[src/rtl/vga_sdram_pkg.sv]
// vga_sdram_pkg
//   Shared types and helpers for the SDRAM port arbiter.
//   - DEF_ADDR_W / DEF_DATA_W : default SDRAM word address / data widths
//   - state_e                 : arbiter FSM state encoding
//   - owner_e                 : which requester owns the current transaction
//   - arb_pick()              : arbitration priority between video and host
package vga_sdram_pkg;

   localparam int unsigned DEF_ADDR_W = 24;
   localparam int unsigned DEF_DATA_W = 16;

   typedef enum logic [1:0] {
      ST_IDLE,
      ST_CMD,
      ST_DATA
   } state_e;

   typedef enum logic {
      OWN_VID,
      OWN_HOST
   } owner_e;

   // Video wins unless host is the only requester or the starvation
   // guard forces a host turn. Only meaningful when some request is high.
   function automatic owner_e arb_pick(input logic vid_req,
                                       input logic host_req,
                                       input logic host_forced);
      if (host_req && (host_forced || !vid_req)) begin
         return OWN_HOST;
      end
      return OWN_VID;
   endfunction

endpackage

[src/rtl/sdram_port_arbiter.sv]
// sdram_port_arbiter
//   Shares the single SDRAM controller command / read-data port between the
//   video line prefetcher (high priority, BURST_LEN-word burst reads) and the
//   host port (single-word reads and writes). One command is outstanding at
//   a time; read beats are registered and routed back to the owner.
//
//   Ports
//     clk, reset                     : clock, synchronous active-high reset
//     vid_req/vid_addr               : video burst-read request and address
//     vid_gnt/vid_rvalid/vid_rdata/vid_done : video grant, beats, completion
//     host_req/host_we/host_addr/host_wdata : host access request
//     host_gnt/host_rvalid/host_rdata/host_done : host grant, beat, completion
//     mem_cmd_*                      : command to SDRAM controller (valid/ready)
//     mem_rvalid/mem_rdata           : read beats from SDRAM controller
//
//   Build option
//     ARB_STARVE_GUARD_EN : after MAX_VID_RUN consecutive video grants issued
//                           while the host waits, the host gets the next turn.
module sdram_port_arbiter
   import vga_sdram_pkg::*;
#(
   parameter int unsigned ADDR_W      = DEF_ADDR_W,
   parameter int unsigned DATA_W      = DEF_DATA_W,
   parameter int unsigned BURST_LEN   = 8,
   parameter int unsigned LEN_W       = 4,
   parameter int unsigned MAX_VID_RUN = 4
) (
   input  logic              clk,
   input  logic              reset,
   // video prefetcher
   input  logic              vid_req,
   input  logic [ADDR_W-1:0] vid_addr,
   output logic              vid_gnt,
   output logic              vid_rvalid,
   output logic [DATA_W-1:0] vid_rdata,
   output logic              vid_done,
   // host port
   input  logic              host_req,
   input  logic              host_we,
   input  logic [ADDR_W-1:0] host_addr,
   input  logic [DATA_W-1:0] host_wdata,
   output logic              host_gnt,
   output logic              host_rvalid,
   output logic [DATA_W-1:0] host_rdata,
   output logic              host_done,
   // SDRAM controller
   output logic              mem_cmd_valid,
   input  logic              mem_cmd_ready,
   output logic              mem_cmd_we,
   output logic [ADDR_W-1:0] mem_cmd_addr,
   output logic [LEN_W-1:0]  mem_cmd_len,
   output logic [DATA_W-1:0] mem_cmd_wdata,
   input  logic              mem_rvalid,
   input  logic [DATA_W-1:0] mem_rdata
);

   state_e              r_state;
   state_e              w_next_state;
   owner_e              r_owner;
   owner_e              w_pick;
   logic [LEN_W-1:0]    r_beats;

   logic                r_cmd_we;
   logic [ADDR_W-1:0]   r_cmd_addr;
   logic [LEN_W-1:0]    r_cmd_len;
   logic [DATA_W-1:0]   r_cmd_wdata;

   logic                r_vid_rvalid;
   logic [DATA_W-1:0]   r_vid_rdata;
   logic                r_vid_done;
   logic                r_host_rvalid;
   logic [DATA_W-1:0]   r_host_rdata;
   logic                r_host_rd_done;

   logic                w_any_req;
   logic                w_accept;
   logic                w_beat;
   logic                w_last;
   logic                w_force_host;

   assign w_any_req = vid_req | host_req;
   assign w_accept  = (r_state == ST_CMD) & mem_cmd_ready;
   assign w_beat    = (r_state == ST_DATA) & mem_rvalid;
   assign w_last    = w_beat & (r_beats == LEN_W'(1));
   assign w_pick    = arb_pick(vid_req, host_req, w_force_host);

   // ------------------------------------------------------------------
   // FSM
   // ------------------------------------------------------------------
   always_ff @(posedge clk) begin
      if (reset) begin
         r_state <= ST_IDLE;
      end else begin
         r_state <= w_next_state;
      end
   end

   always_comb begin
      w_next_state = r_state;
      unique case (r_state)
         ST_IDLE: begin
            if (w_any_req) begin
               w_next_state = ST_CMD;
            end
         end
         ST_CMD: begin
            if (mem_cmd_ready) begin
               w_next_state = r_cmd_we ? ST_IDLE : ST_DATA;
            end
         end
         ST_DATA: begin
            if (w_last) begin
               w_next_state = ST_IDLE;
            end
         end
         default: w_next_state = ST_IDLE;
      endcase
   end

   // ------------------------------------------------------------------
   // Command latch: fields captured once in IDLE, held stable through CMD
   // ------------------------------------------------------------------
   always_ff @(posedge clk) begin
      if (reset) begin
         r_owner     <= OWN_VID;
         r_cmd_we    <= 1'b0;
         r_cmd_addr  <= '0;
         r_cmd_len   <= '0;
         r_cmd_wdata <= '0;
      end else if ((r_state == ST_IDLE) && w_any_req) begin
         r_owner <= w_pick;
         if (w_pick == OWN_VID) begin
            r_cmd_we    <= 1'b0;
            r_cmd_addr  <= vid_addr;
            r_cmd_len   <= LEN_W'(BURST_LEN);
            r_cmd_wdata <= '0;
         end else begin
            r_cmd_we    <= host_we;
            r_cmd_addr  <= host_addr;
            r_cmd_len   <= LEN_W'(1);
            r_cmd_wdata <= host_we ? host_wdata : '0;
         end
      end
   end

   // ------------------------------------------------------------------
   // Beat counter and read-data return path
   // ------------------------------------------------------------------
   always_ff @(posedge clk) begin
      if (reset) begin
         r_beats        <= '0;
         r_vid_rvalid   <= 1'b0;
         r_vid_rdata    <= '0;
         r_vid_done     <= 1'b0;
         r_host_rvalid  <= 1'b0;
         r_host_rdata   <= '0;
         r_host_rd_done <= 1'b0;
      end else begin
         if (w_accept) begin
            r_beats <= r_cmd_len;
         end else if (w_beat) begin
            r_beats <= r_beats - LEN_W'(1);
         end

         r_vid_rvalid   <= w_beat & (r_owner == OWN_VID);
         r_vid_done     <= w_last & (r_owner == OWN_VID);
         r_host_rvalid  <= w_beat & (r_owner == OWN_HOST);
         r_host_rd_done <= w_last & (r_owner == OWN_HOST);

         if (w_beat && (r_owner == OWN_VID)) begin
            r_vid_rdata <= mem_rdata;
         end
         if (w_beat && (r_owner == OWN_HOST)) begin
            r_host_rdata <= mem_rdata;
         end
      end
   end

   // ------------------------------------------------------------------
   // Optional starvation guard
   // ------------------------------------------------------------------
`ifdef ARB_STARVE_GUARD_EN
   localparam int unsigned RUN_W = $clog2(MAX_VID_RUN + 1);

   logic [RUN_W-1:0] r_run;

   always_ff @(posedge clk) begin
      if (reset) begin
         r_run <= '0;
      end else if (host_gnt) begin
         r_run <= '0;
      end else if ((r_state == ST_IDLE) && !host_req) begin
         r_run <= '0;
      end else if (vid_gnt && host_req && (r_run != RUN_W'(MAX_VID_RUN))) begin
         r_run <= r_run + RUN_W'(1);
      end
   end

   assign w_force_host = (r_run == RUN_W'(MAX_VID_RUN));
`else
   assign w_force_host = 1'b0;
`endif

   // ------------------------------------------------------------------
   // Outputs
   // ------------------------------------------------------------------
   // Grants follow the accept handshake combinationally so the requester
   // sees the pulse in the same cycle the controller takes the command.
   assign mem_cmd_valid = (r_state == ST_CMD);
   assign mem_cmd_we    = r_cmd_we;
   assign mem_cmd_addr  = r_cmd_addr;
   assign mem_cmd_len   = r_cmd_len;
   assign mem_cmd_wdata = r_cmd_wdata;

   assign vid_gnt    = w_accept & (r_owner == OWN_VID);
   assign vid_rvalid = r_vid_rvalid;
   assign vid_rdata  = r_vid_rdata;
   assign vid_done   = r_vid_done;

   assign host_gnt    = w_accept & (r_owner == OWN_HOST);
   assign host_rvalid = r_host_rvalid;
   assign host_rdata  = r_host_rdata;
   // Writes complete on accept; reads complete with their returned beat.
   assign host_done   = (host_gnt & r_cmd_we) | r_host_rd_done;

endmodule

[config.mk]
export PLATFORM = sky130hd
export DESIGN_NAME = sdram_port_arbiter
export DESIGN_NICKNAME = d
export VERILOG_FILES = /design/src/rtl/vga_sdram_pkg.sv /design/src/rtl/sdram_port_arbiter.sv
export SDC_FILE = /design/constraint.sdc
export NUM_CORES = 1
export LEC_CHECK = 0
export CAP_MARGIN = 10
export CORE_ASPECT_RATIO = 0.7
export CORE_MARGIN = 5
export CORE_UTILIZATION = 30
export DETAILED_ROUTE_END_ITERATION = 10
export PLACE_DENSITY = 0.69
export SETUP_SLACK_MARGIN = 0.05
export SLEW_MARGIN = 20
export SYNTH_ARGS = -nofsm -noshare
export SYNTH_HDL_FRONTEND = slang
export SYNTH_SLANG_ARGS = --single-unit
[constraint.sdc]
create_clock -name clk -period 1.4 [get_ports clk]
set_input_delay 0.28 -clock clk [delete_from_list [all_inputs] [get_ports clk]]
set_output_delay 0.28 -clock clk [all_outputs]
set_load 0.02 [all_outputs]
# ---- Word level (Yosys, flattened, before mapping)
# Index checks and enable logic that the tools add are counted.
dict set report totals {
  ff_bits 88
  output_inout_bits 84
  wordCells 56
}
dict set report classes {
  addsub 1
  eq_ne 6
  mux 15
  bitwise 13
  n_reduce_logical 8
}
# operator count
set op_table {}
lappend op_table {{two-way mux 16 bit} 2}
lappend op_table {{two-way mux 24 bit} 1}
lappend op_table {{two-way mux 4 bit} 3}
lappend op_table {{bitwise AND 1 bit} 10}
lappend op_table {{two-way mux 2 bit} 4}
lappend op_table {{case mux 2 bit (3 select lines)} 1}
lappend op_table {{equality test 4 x 1 -> 1 bit (second input constant)} 1}
lappend op_table {{logical AND 1 bit} 4}
lappend op_table {{two-way mux 1 bit} 4}
lappend op_table {{!= test 2 bit (second input constant)} 2}
lappend op_table {{subtractor 4 x 1 -> 4 bit (second input constant)} 1}
lappend op_table {{AND reduction 3 bit} 1}
lappend op_table {{equality test 2 x 1 -> 1 bit (second input constant)} 1}
lappend op_table {{equality test 2 bit (second input constant)} 1}
lappend op_table {{logical NOT 2 bit} 1}
lappend op_table {{!= test 2 x 1 -> 1 bit (second input constant)} 1}
lappend op_table {{OR 1 bit} 2}
lappend op_table {{nonzero test 2 bit} 1}
lappend op_table {{logical NOT 1 bit} 1}
lappend op_table {{NOT 1 bit} 1}

# ---- Logic depth before layout (Yosys ltp)
# Gate-level depths: netlist of run 1.
dict set report depth {
  depth_word 5
  ltp_mapped 6
  depth_no_buf 5
}

# ---- Worst setup path after synthesis of run 1
# OpenSTA, ideal clock, no wires.
dict set report synth_path {
  kind {register to output}
  startpoint {register r_state[0]}
  endpoint {output host_done}
  arrival_ns 1.246
  required_time_ns 1.120
  slack_ns -0.126
  path_stages_with_launch 5
  path_buffers 1
  cell_sequence {dfxtp_1 buf_4 and3b_1 and2_1 a21o_1}
}
dict set report synth_via {
  elab_chain_len 5
}
# item line
set synth_rtl {}
lappend synth_rtl {{start: declaration} sdram_port_arbiter.sv:57} ;# state_e r_state;
lappend synth_rtl {{start signal: assignment} sdram_port_arbiter.sv:94} ;# r_state <= w_next_state;
lappend synth_rtl {{equality test 2 x 1 -> 1 bit} sdram_port_arbiter.sv:82} ;# assign w_accept = (r_state == ST_CMD) & mem_cmd_ready;
lappend synth_rtl {{bitwise AND 1 bit} sdram_port_arbiter.sv:82}
lappend synth_rtl {{bitwise AND 1 bit} sdram_port_arbiter.sv:220} ;# assign host_gnt = w_accept & (r_owner == OWN_HOST);
lappend synth_rtl {{net host_gnt} sdram_port_arbiter.sv:42} ;# output logic host_gnt,
lappend synth_rtl {{bitwise AND 1 bit} sdram_port_arbiter.sv:224} ;# assign host_done = (host_gnt & r_cmd_we) | r_host_rd_done;
lappend synth_rtl {{OR 1 bit} sdram_port_arbiter.sv:224}
lappend synth_rtl {{end: declaration} sdram_port_arbiter.sv:45} ;# output logic host_done,
# The timed path passes the listed nets, and every way through them passes these cells.

# ---- Worst setup path in the final report of run 1
dict set report layout_path {
  startpoint {register r_state[0]}
  endpoint {register r_cmd_wdata[14], in the netlist mem_cmd_wdata[14]}
}
dict set report layout_via {
  elab_chain_len 2
}
# item line
set layout_rtl {}
lappend layout_rtl {{logical NOT 2 bit} sdram_port_arbiter.sv:130} ;# end else if ((r_state == ST_IDLE) && w_any_req) begin
lappend layout_rtl {{logical AND 1 bit} sdram_port_arbiter.sv:130}
lappend layout_rtl {{end signal: assignment} sdram_port_arbiter.sv:141} ;# r_cmd_wdata <= host_we ? host_wdata : '0;
lappend layout_rtl {{end: declaration} sdram_port_arbiter.sv:66} ;# logic [DATA_W-1:0] r_cmd_wdata;
# Every way passes these cells.
# A chain may end at the register's enable or synchronous reset.

==> results.md, run 1 <==
* Outcome: finished, violations left
* Violated checks: negative setup slack
* Share of cells above drive strength 1 at 36.6%
* Ys async rst share at 0%
* Core Util, Final at 60.2%
* Max H-tree Level at 3
* Top_reg_cell synth: dfxtp_1
* Fill cells at 975
* Leakage power at 2.91 nW
* Die area at 14,200 sq um
* # setup viols final at 79
* Total Wirelength at 14.5 mm
* TritonCTS buffer count at 9
* Top cell type's share of synthesized area at 47.7%
* Vias after detailed routing at 4,012
* Longest Clk Path Bufs at 2
* R2r endpoint: mem_cmd_wdata[14]
* Clock-pin slew on the worst setup and hold paths at 70 ps
* Reg2reg setup slack at -230 ps
* Die X-Extent at 140 um
* Synthesized area per cell at 8.08 sq um
* Number of max-slew violations in the final report at 0
* Tcrit/Tclk final at 117%
* Initial core utilization at 30.5%
* Hold Crit Class: in2reg
* Layout Nets at 734
* Aggregate global-route resource usage at 18.1%
* Vias per inst at 4.97
* Crit end category: register
* Number of synthesized flops with an enable pin at 0
* CTS tree: yes
* Synthesized instance count at 441
* RSZ-0062 raised after global routing: true
* Rows at 33
* PnR worst setup slack at -231 ps
* Initial antenna violation count at 0
* Reg2Reg Depth at 7
* Layout area overhead at 97.4%
* HP Start: reset
* Flops & latches, synth at 85
* Max Cap Viol at 0
* Clk sinks at 85
* Vias in the first global route at 3,935
* Crit Path Category: reg2reg
* CTS Root Cell: clkbuf_16
* I/O pin cnt at 171
* CP startpoint kind: register
* Total Power at 6.91 mW
* TritonRoute pass-1 iters at 4
* Max VDD drop at 0.755 mV
* Core area at 11,700 sq um
* Met3 WL at 852 um
* Pre-CTS setup slack at -688 ps
* Arrival @ worst endpoint at 1850 ps
* Top sig layer: met4
* Worst Skew at 10.1 ps
* Post-DP HPWL at 8.58 mm
* Fin. Hold Viols at 0
* Largest area contributor in the netlist: dfxtp_1
* DR WL/cell at 17.9 um
* Worst path required time at 1610 ps
* Netlist Area Pre-Place at 3560 sq um
* Placed inst area at 5600 sq um
* Synth area leaders: dfxtp_1 48%, nand2_1 10%, a21oi_1 10%
* PD cells at 982 nW/um^2
* Clock Latency Late Sink at 340 ps
* Port bufs at 168
* Vert. Die Dim at 101 um
* Hold Path End: r_beats[2]
* Final Cell Area at 7040 sq um
* Antenna-violating nets left at 0
* Yosys warning total at 0
* Ant diodes at 0
* Fin Setup TNS at -8720 ps
* Initial DRC Count at 119
* Count of cell types in the netlist at 38
* Hold Crit Depth at 2
* Final min period at 1630 ps
* Max Fclk at 613 MHz
* Gr ovfl total at 0
* R2r startpoint: r_state[0]
* Pin count of the biggest net entering global routing at 45
* Routed wl met2 at 6.72 mm
* Most common cell in the netlist: nand2_1
* GPL Wtd Cong at 0.813
* Post-synthesis sequential area ratio at 47.7%
* Crit-path max FO at 9
* Drt drc at 0
* First-pass GRT wire length at 20.8 mm
* Post-synth top cells: 98 x nand2_1, 85 x dfxtp_1, 71 x a21oi_1, 43 x o21ai_0, 20 x clkbuf_1
* Metal-1 WL at 6.67 mm
==> sequential cells by signal (all words and copies together), names as in the netlist <==
name,count
vid_rdata,16
mem_cmd_addr,24
r_state,2
mem_cmd_we,1
mem_cmd_wdata,16
vid_rvalid,1
host_rvalid,1
vid_done,1
r_host_rd_done,1
mem_cmd_len,2
host_rdata,16
r_beats,4
==> stage by stage <==
step	hold WS, ps	cells
4_1_cts	226	802
2_1_floorplan	416	442
5_1_grt	252	807
6_report	258	807
3_5_place_dp	446	762
3_3_place_gp	442	762
==> cells in the final DEF (no fill, tap or decap), drive strengths merged, types with 18 or more instances in the layout <==
master,Yosys,routed
dfxtp,85,85
o21ai,43,43
clkdlybuf4s50,0,84
clkbuf,22,19
dlygate4sd2,0,64
buf,20,66
nand2,98,98
nand3,18,18
nand3b,19,19
a21oi,71,71
==> logic make-up (layout without fill, tap and decap cells) <==
family | count (synthesis) | in the layout | synth area share [%]
mux | 1 | 1 | 0.316
xor+xnor | 1 | 1 | 0.246
compound gates | 143 | 143 | 22.0
fa+ha+maj | 2 | 2 | 0.702
buf+inv | 46 | 254 | 6.60
other cells | 1 | 2 | 0.105
flops | 85 | 85 | 47.7
simple gates | 162 | 162 | 22.3
==> worst max-delay path by stage <==
stage	depth (start not counted)	from	slack [ps]	end
after floorplan	4	r_state[1]	20	host_done
after global routing	8	r_state[0]	-260	mem_cmd_wdata[5]
after detailed placement	5	mem_cmd_ready	-690	host_done
final	7	r_state[0]	-230	mem_cmd_wdata[14]
after CTS	4	r_state[1]	-190	host_done
after global placement	5	mem_cmd_ready	-690	host_done
==> power by group <==
group	switching [mW]	total (mW)	leakage [nW]	internal, mW
Clock	0.982	2.60	0.160	1.62
Combinational	0.813	1.72	2.06	0.907
Sequential	0.0632	2.59	0.692	2.52
Total	1.86	6.91	2.91	5.05
==> layer usage <==
metal	GRT usage (%)	vias to the layer above
met3	5.29	17
met1	25.4	1945
li1	-	1934
met5	0	-
met2	27.6	116
met4	4.32	0
==> layout make-up <==
cell class	count	area, sq um	share of cell area, %
repair buffers	234	2460	34.9
multi-input cells	311	2330	33.2
flip-flops and latches	85	1710	24.3
clock buffers	11	243	3.45
well taps	157	196	2.79
clock inverters	5	82.6	1.17
inverters	4	15.0	0.213
==> critical path, stage by stage, from the launching register on <==
cell and delay (ps):
dfxtp_2 330, buf_6 120, buf_8 110, or2_4 270, buf_4 160, buf_12 130
o21ai_0 290, a21oi_2 100
==> what timing repair did <==
item | 4_1_cts | 5_1_grt
gates resized for setup | 181 | 196
endpoints found under the setup margin | 145 | 97
cloned | 11 | 4
buffers inserted | 13 | 5
hold buffers | 0 | 0
pin swaps | 16 | 88
hold endpoints to repair | 0 | 0
Note: power is estimated with default switching activity, not from simulation.
==> run 2: changes to the inputs <==
--- a/config.mk
+++ b/config.mk
@@ -16,3 +16,4 @@
 export SYNTH_ARGS = -nofsm -noshare
 export SYNTH_HDL_FRONTEND = slang
 export SYNTH_SLANG_ARGS = --single-unit
+export TNS_END_PERCENT = 5
==> run 2 against run 1 <==
Effect of this change: the flow still finishes with violations (negative setup slack); sequential cell count unchanged; combinational power shrank 28%; via count fell by 4.5%; core utilization down 8.1 points; worst hold slack barely moved; largest power group is now registers; highest routed layer unchanged.
==> results.md, run 2 (same netlist as run 1, synthesis figures left out) <==
* Longest Clk Path Bufs at 2 (unchanged)
* Rows at 33 (unchanged)
* Leakage power at 2.52 nW (-13%)
* Pin count of the biggest net entering global routing at 45 (unchanged)
* TritonRoute pass-1 iters at 5 (+1)
* Most frequent cells in the layout: 91 x nand2_1, 84 x clkdlybuf4s50_1, 82 x dfxtp_1
* Arrival @ worst endpoint at 1300 ps (-550 ps)
* Die area at 14,200 sq um (unchanged)
* Clock-pin slew on the worst setup and hold paths at 60 ps (about the same)
* Max FFs per register at 24 (unchanged)
* Max Cap Viol at 0 (unchanged)
* Fill cells at 1,075 (+10%)
* CTS tree: yes
* Initial core utilization at 30.5% (unchanged)
* Final Cell Area at 6090 sq um (-13%)
* Total Wirelength at 12.1 mm (-16%)
* Worst Skew at 8.60 ps (-1.45 ps)
* Area of the multi-input gates at 1800 sq um (-23%)
* Reg2Reg Depth at 6 (-1)
* Worst path required time at 1120 ps (-490 ps)
* Crit-path max FO at 3 (-6)
* Hold Crit Class: in2reg
* Hold Path End: r_beats[2]
* TritonCTS buffer count at 9 (unchanged)
* Post-DP HPWL at 8.58 mm (unchanged)
* # setup viols final at 28 (-65%)
* Number of max-slew violations in the final report at 0 (unchanged)
* Commonest non-fill, non-tap cell in the layout: nand2_1
* Clock Latency Late Sink at 330 ps (about the same)
* Max Fclk at 635 MHz (+3.6%)
* Vert. Die Dim at 101 um (unchanged)
* Max H-tree Level at 3 (unchanged)
* R2r endpoint: vid_rdata[4]
* RSZ-0062 raised after global routing: true
* CTS Hold Bufs at 0 (unchanged)
* Drt drc at 0 (unchanged)
* Ant diodes at 0 (unchanged)
* Reg2reg setup slack at -50 ps (+180 ps)
* Port bufs at 168 (unchanged)
* Fin. Hold Viols at 0 (unchanged)
* Total Power at 6.40 mW (-7.4%)
* Crit end category: output port
* HP Start: reset
* Layout Nets at 712 (-3.0%)
* PD cells at 1050 nW/um^2 (+7.0%)
* R2r startpoint: r_state[0]
* Die X-Extent at 140 um (unchanged)
* Vias after detailed routing at 3,833 (-4.5%)
* First-pass GRT wire length at 19.1 mm (-8.1%)
* Aggregate global-route resource usage at 16.3% (-1.7 points)
* Worst hold slack at 259 ps (+0.415 ps)
* Placed inst area at 5600 sq um (unchanged)
* Crit Path Category: reg2out
* Hold Crit Depth at 2 (unchanged)
* Initial DRC Count at 142 (+19%)
* Reg area at 1710 sq um (about the same)
* Initial antenna violation count at 0 (unchanged)
* Antenna-violating nets left at 0 (unchanged)
* Vias per inst at 4.88 (-1.8%)
* Outcome: finished, violations left
* Share of cells above drive strength 1 at 18.5% (-18 points)
* GPL Wtd Cong at 0.813 (unchanged)
* I/O pin cnt at 171 (unchanged)
* DR WL/cell at 15.5 um (-14%)
* Core area at 11,700 sq um (unchanged)
* Final min period at 1580 ps (-56.4 ps)
* Clk sinks at 85 (unchanged)
* PnR worst setup slack at -175 ps (+56.4 ps)
* Tcrit/Tclk final at 113% (-4.0 points)
* Max VDD drop at 0.722 mV (-4.5%)
* CP startpoint kind: register
* Violated checks: negative setup slack
* Gr ovfl total at 0 (unchanged)
* Vias in the first global route at 3,739 (-5.0%)
* Layout area overhead at 70.9%
* CTS Root Cell: clkbuf_16
* Fin Setup TNS at -727 ps (+8000 ps)
[run 2: cell count changes in the layout (fill, tap and decap cells not counted), moves of 7 or more]
cell	before	now
o21ai_2	10	0
a21oi_1	12	48
nand3_1	1	15
a21oi_2	59	23
nand3_4	7	0
buf_6	20	8
nand3_2	10	3
nand2_2	18	6
nand2_4	20	1
o21ai_0	5	16
nand2_1	60	91
[run 2: repair_timing]
item	in CTS	in global routing
cloned	0	4
pin swaps	25	6
gates resized for setup	133	63
endpoints found under the setup margin	145	87
buffers inserted	1	2
[run 2: routing by layer]
metal  GRT usage (%)  vias up  wire [um]
li1                -     1874          -
met1            22.6     1826       5620
met2            25.0      123       5440
met3            5.10       10        924
met4            4.17        0        144
met5               0        -          0
[run 2: worst max-delay path by stage]
stage                              from   endpoint  slack [ps]
final                        r_state[1]  host_done        -180
after global routing         r_state[1]  host_done        -220
after CTS                    r_state[1]  host_done        -190
after detailed placement  mem_cmd_ready  host_done        -690
after global placement    mem_cmd_ready  host_done        -690
after floorplan              r_state[1]  host_done          20
[run 2: critical path, stage by stage (launching register included)]
cell and delay (ps):
dfxtp_2 330, and3b_2 210, and2_4 140, a21o_1 160, buf_6 130
[run 2: power breakdown]
group	internal, mW	total (mW)	switching [mW]
clock	1.62	2.58	0.960
combinational	0.628	1.24	0.615
sequential	2.52	2.58	0.0541
total	4.77	6.40	1.63
[run 2: area by class of cell]
cell class,count,area share [%]
flip-flops and latches,85,28.0
clock inverters,5,1.36
clock buffers,11,3.99
well taps,157,3.23
inverters,4,0.247
repair buffers,212,33.6
multi-input cells,311,29.6
[run 2: through the flow]
stage | instances | setup slack, ps | utilization (%)
4_1_cts | 779 | -190 | 50.3
6_report | 785 | -175 | 52.1
3_3_place_gp | 762 | -692 | 47.9
5_1_grt | 785 | -221 | 52.1
3_5_place_dp | 762 | -688 | 47.9
2_1_floorplan | 442 | 15.8 | -
==> run 3: changes to the inputs <==
--- a/config.mk
+++ b/config.mk
@@ -6,12 +6,14 @@
 export NUM_CORES = 1
 export LEC_CHECK = 0
 export CAP_MARGIN = 10
-export CORE_ASPECT_RATIO = 0.7
+export CORE_ASPECT_RATIO = 1.5
 export CORE_MARGIN = 5
 export CORE_UTILIZATION = 30
 export DETAILED_ROUTE_END_ITERATION = 10
+export MAX_ROUTING_LAYER = met4
 export PLACE_DENSITY = 0.69
 export SETUP_SLACK_MARGIN = 0.05
+export SKIP_CTS_REPAIR_TIMING = 1
 export SLEW_MARGIN = 20
 export SYNTH_ARGS = -nofsm -noshare
 export SYNTH_HDL_FRONTEND = slang
==> run 3 against run 2 <==
Effect of this change: the flow still finishes with violations (negative setup slack); global-route usage rose by 0.61 points; clock skew decreased by 1.6 ps; sequential cell count unchanged; critical path type unchanged; largest cell class unchanged.
==> results.md, run 3 (same netlist as run 1, synthesis figures left out) <==
* Clock-pin slew on the worst setup and hold paths at 60 ps (about the same)
* Gr ovfl total at 0 (unchanged)
* Worst hold slack at 243 ps (-15.4 ps)
* CP startpoint kind: register
* Worst path required time at 1120 ps (about the same)
* Port bufs at 168 (unchanged)
* DR WL/cell at 16.1 um (+4.2%)
* Clock Latency Late Sink at 330 ps (about the same)
* Ant diodes at 0 (unchanged)
* Tcrit/Tclk final at 115% (+2.4 points)
* Clk sinks at 85 (unchanged)
* Worst setup path start: r_state[1]
* TritonRoute pass-1 iters at 4 (-1)
* Crit Path Category: reg2out
* PnR worst setup slack at -208 ps (-33.2 ps)
* Number of max-slew violations in the final report at 0 (unchanged)
* Area of the multi-input gates at 1690 sq um (-6.0%)
* Total Wirelength at 12.4 mm (+2.3%)
* Initial DRC Count at 145 (+2.1%)
* Max FFs per register at 24 (unchanged)
* Rows at 48 (+45%)
* Post-DP HPWL at 9.06 mm (+5.7%)
* R2r endpoint: mem_cmd_addr[0]
* Aggregate global-route resource usage at 16.9% (+0.61 points)
* Max Cap Viol at 0 (unchanged)
* # setup viols final at 42 (+50%)
* CTS Root Cell: clkbuf_16
* Final Cell Area at 6150 sq um (+1.0%)
* Reg2reg setup slack at -80 ps (-30 ps)
* Max VDD drop at 0.732 mV (+1.5%)
* Vias in the first global route at 3,858 (+3.2%)
* Arrival @ worst endpoint at 1330 ps (+30 ps)
* Crit-path max FO at 2 (-1)
* Drt drc at 0 (unchanged)
* Violated checks: negative setup slack
* Grt met1 use at 17.7% (-4.9 points)
* Outcome: finished, violations left
* Reg2Reg Depth at 6 (unchanged)
* Leakage power at 3.49 nW (+38%)
* Fin. Hold Viols at 0 (unchanged)
* Fill cells at 1,066 (-0.84%)
* Fin Setup TNS at -1090 ps (-363 ps)
* Most frequent cells in the layout: 97 x nand2_1, 84 x clkdlybuf4s50_1, 83 x dfxtp_1
* Die X-Extent at 99 um (-29%)
* Commonest non-fill, non-tap cell in the layout: nand2_1
* Die area at 14,200 sq um (about the same)
* Layout Nets at 706 (-0.84%)
* Final min period at 1610 ps (+33.2 ps)
* Initial antenna violation count at 0 (unchanged)
* HP Start: reset
* TritonCTS buffer count at 9 (unchanged)
* Initial core utilization at 30.8% (+0.25 points)
* RSZ-0062 raised after global routing: true
* Core area at 11,600 sq um (-0.80%)
* PD cells at 1010 nW/um^2 (-4.0%)
* Max Fclk at 622 MHz (-2.1%)
* CP peak stage delay at 330 ps (about the same)
* Reg area at 1700 sq um (about the same)
* CTS tree: yes
* Pre-CTS setup slack at -694 ps (-5.86 ps)
* Vias after detailed routing at 3,787 (-1.2%)
* Hold Crit Class: in2reg
* Hold Path End: mem_cmd_we
* Antenna-violating nets left at 0 (unchanged)
* GR Util met3 at 3.30% (-1.8 points)
* Vert. Die Dim at 144 um (+42%)
* Layout Cells excl Fill at 771 (-1.8%)
* GPL Wtd Cong at 0.800 (-1.7%)
* Met2 usage at 31.4% (+6.4 points)
* CP max-delay cell: dfxtp_2
* Placed inst area at 5590 sq um (-0.16%)
* R2r startpoint: r_state[1]
* Hold Crit Depth at 2 (unchanged)
* Vias per inst at 4.91 (+0.59%)
* Share of cells above drive strength 1 at 13.4% (-5.1 points)
* Longest Clk Path Bufs at 2 (unchanged)
* First-pass GRT wire length at 18.9 mm (-1.2%)
* Pin count of the biggest net entering global routing at 56 (+24%)
* Crit end category: output port
* Max H-tree Level at 3 (unchanged)
* Layout area overhead at 72.6%
* GRT Max-Usage Layer: met2
* Worst Skew at 6.97 ps (-1.63 ps)
* Post-Place Cells at 755 (-0.92%)
* Crit-path cells: and3b_2 > and2_4 > a21o_1 > buf_2
* I/O pin cnt at 171 (unchanged)
-- run 3: how the worst max path moves through the flow --
stage	end	depth (start not counted)	slack (ps)
finish	host_done	4	-210
global route	host_done	4	-250
CTS	host_done	5	-700
detailed placement	host_done	5	-690
global placement	host_done	5	-680
floorplan	host_done	4	20
-- run 3: routing by layer --
layer	part of all wire, %	vias up
met5	0	-
met4	2.1	0
met3	5.2	19
met2	55	124
met1	38	1784
li1	-	1860
-- run 3: power breakdown --
part / switching (mW) / total [mW] / leakage [nW] / internal, mW
sequential: 0.0551 / 2.58 / 0.691 / 2.52
combinational: 0.591 / 1.22 / 2.66 / 0.633
clock: 1.01 / 2.41 / 0.136 / 1.39
total: 1.66 / 6.21 / 3.49 / 4.55
-- run 3: per-stage QoR --
stage                     util (%)  total power [mW]
after CTS                     50.8              6.26
after detailed placement      48.3              3.83
after global placement        48.3              3.80
final                         53.1              6.21
after floorplan                  -              3.17
after global routing          53.1              6.49
-- run 3: worst max-delay path: cells and delay by family (launching register included) --
family / cells / cell delay [ps]
flip-flops: 1 / 330
AO/OA/AOI/OAI: 1 / 140
buffers and inverters: 1 / 150
AND/OR/NAND/NOR: 2 / 380
-- run 3: final cells by class --
class | count | share of cell area [%]
clock inverter | 6 | 1.18
inverter | 4 | 0.244
tap | 150 | 3.05
sequential | 85 | 27.7
clock buffer | 9 | 3.66
multi-input combinational | 311 | 27.5
timing repair buffer | 206 | 36.6
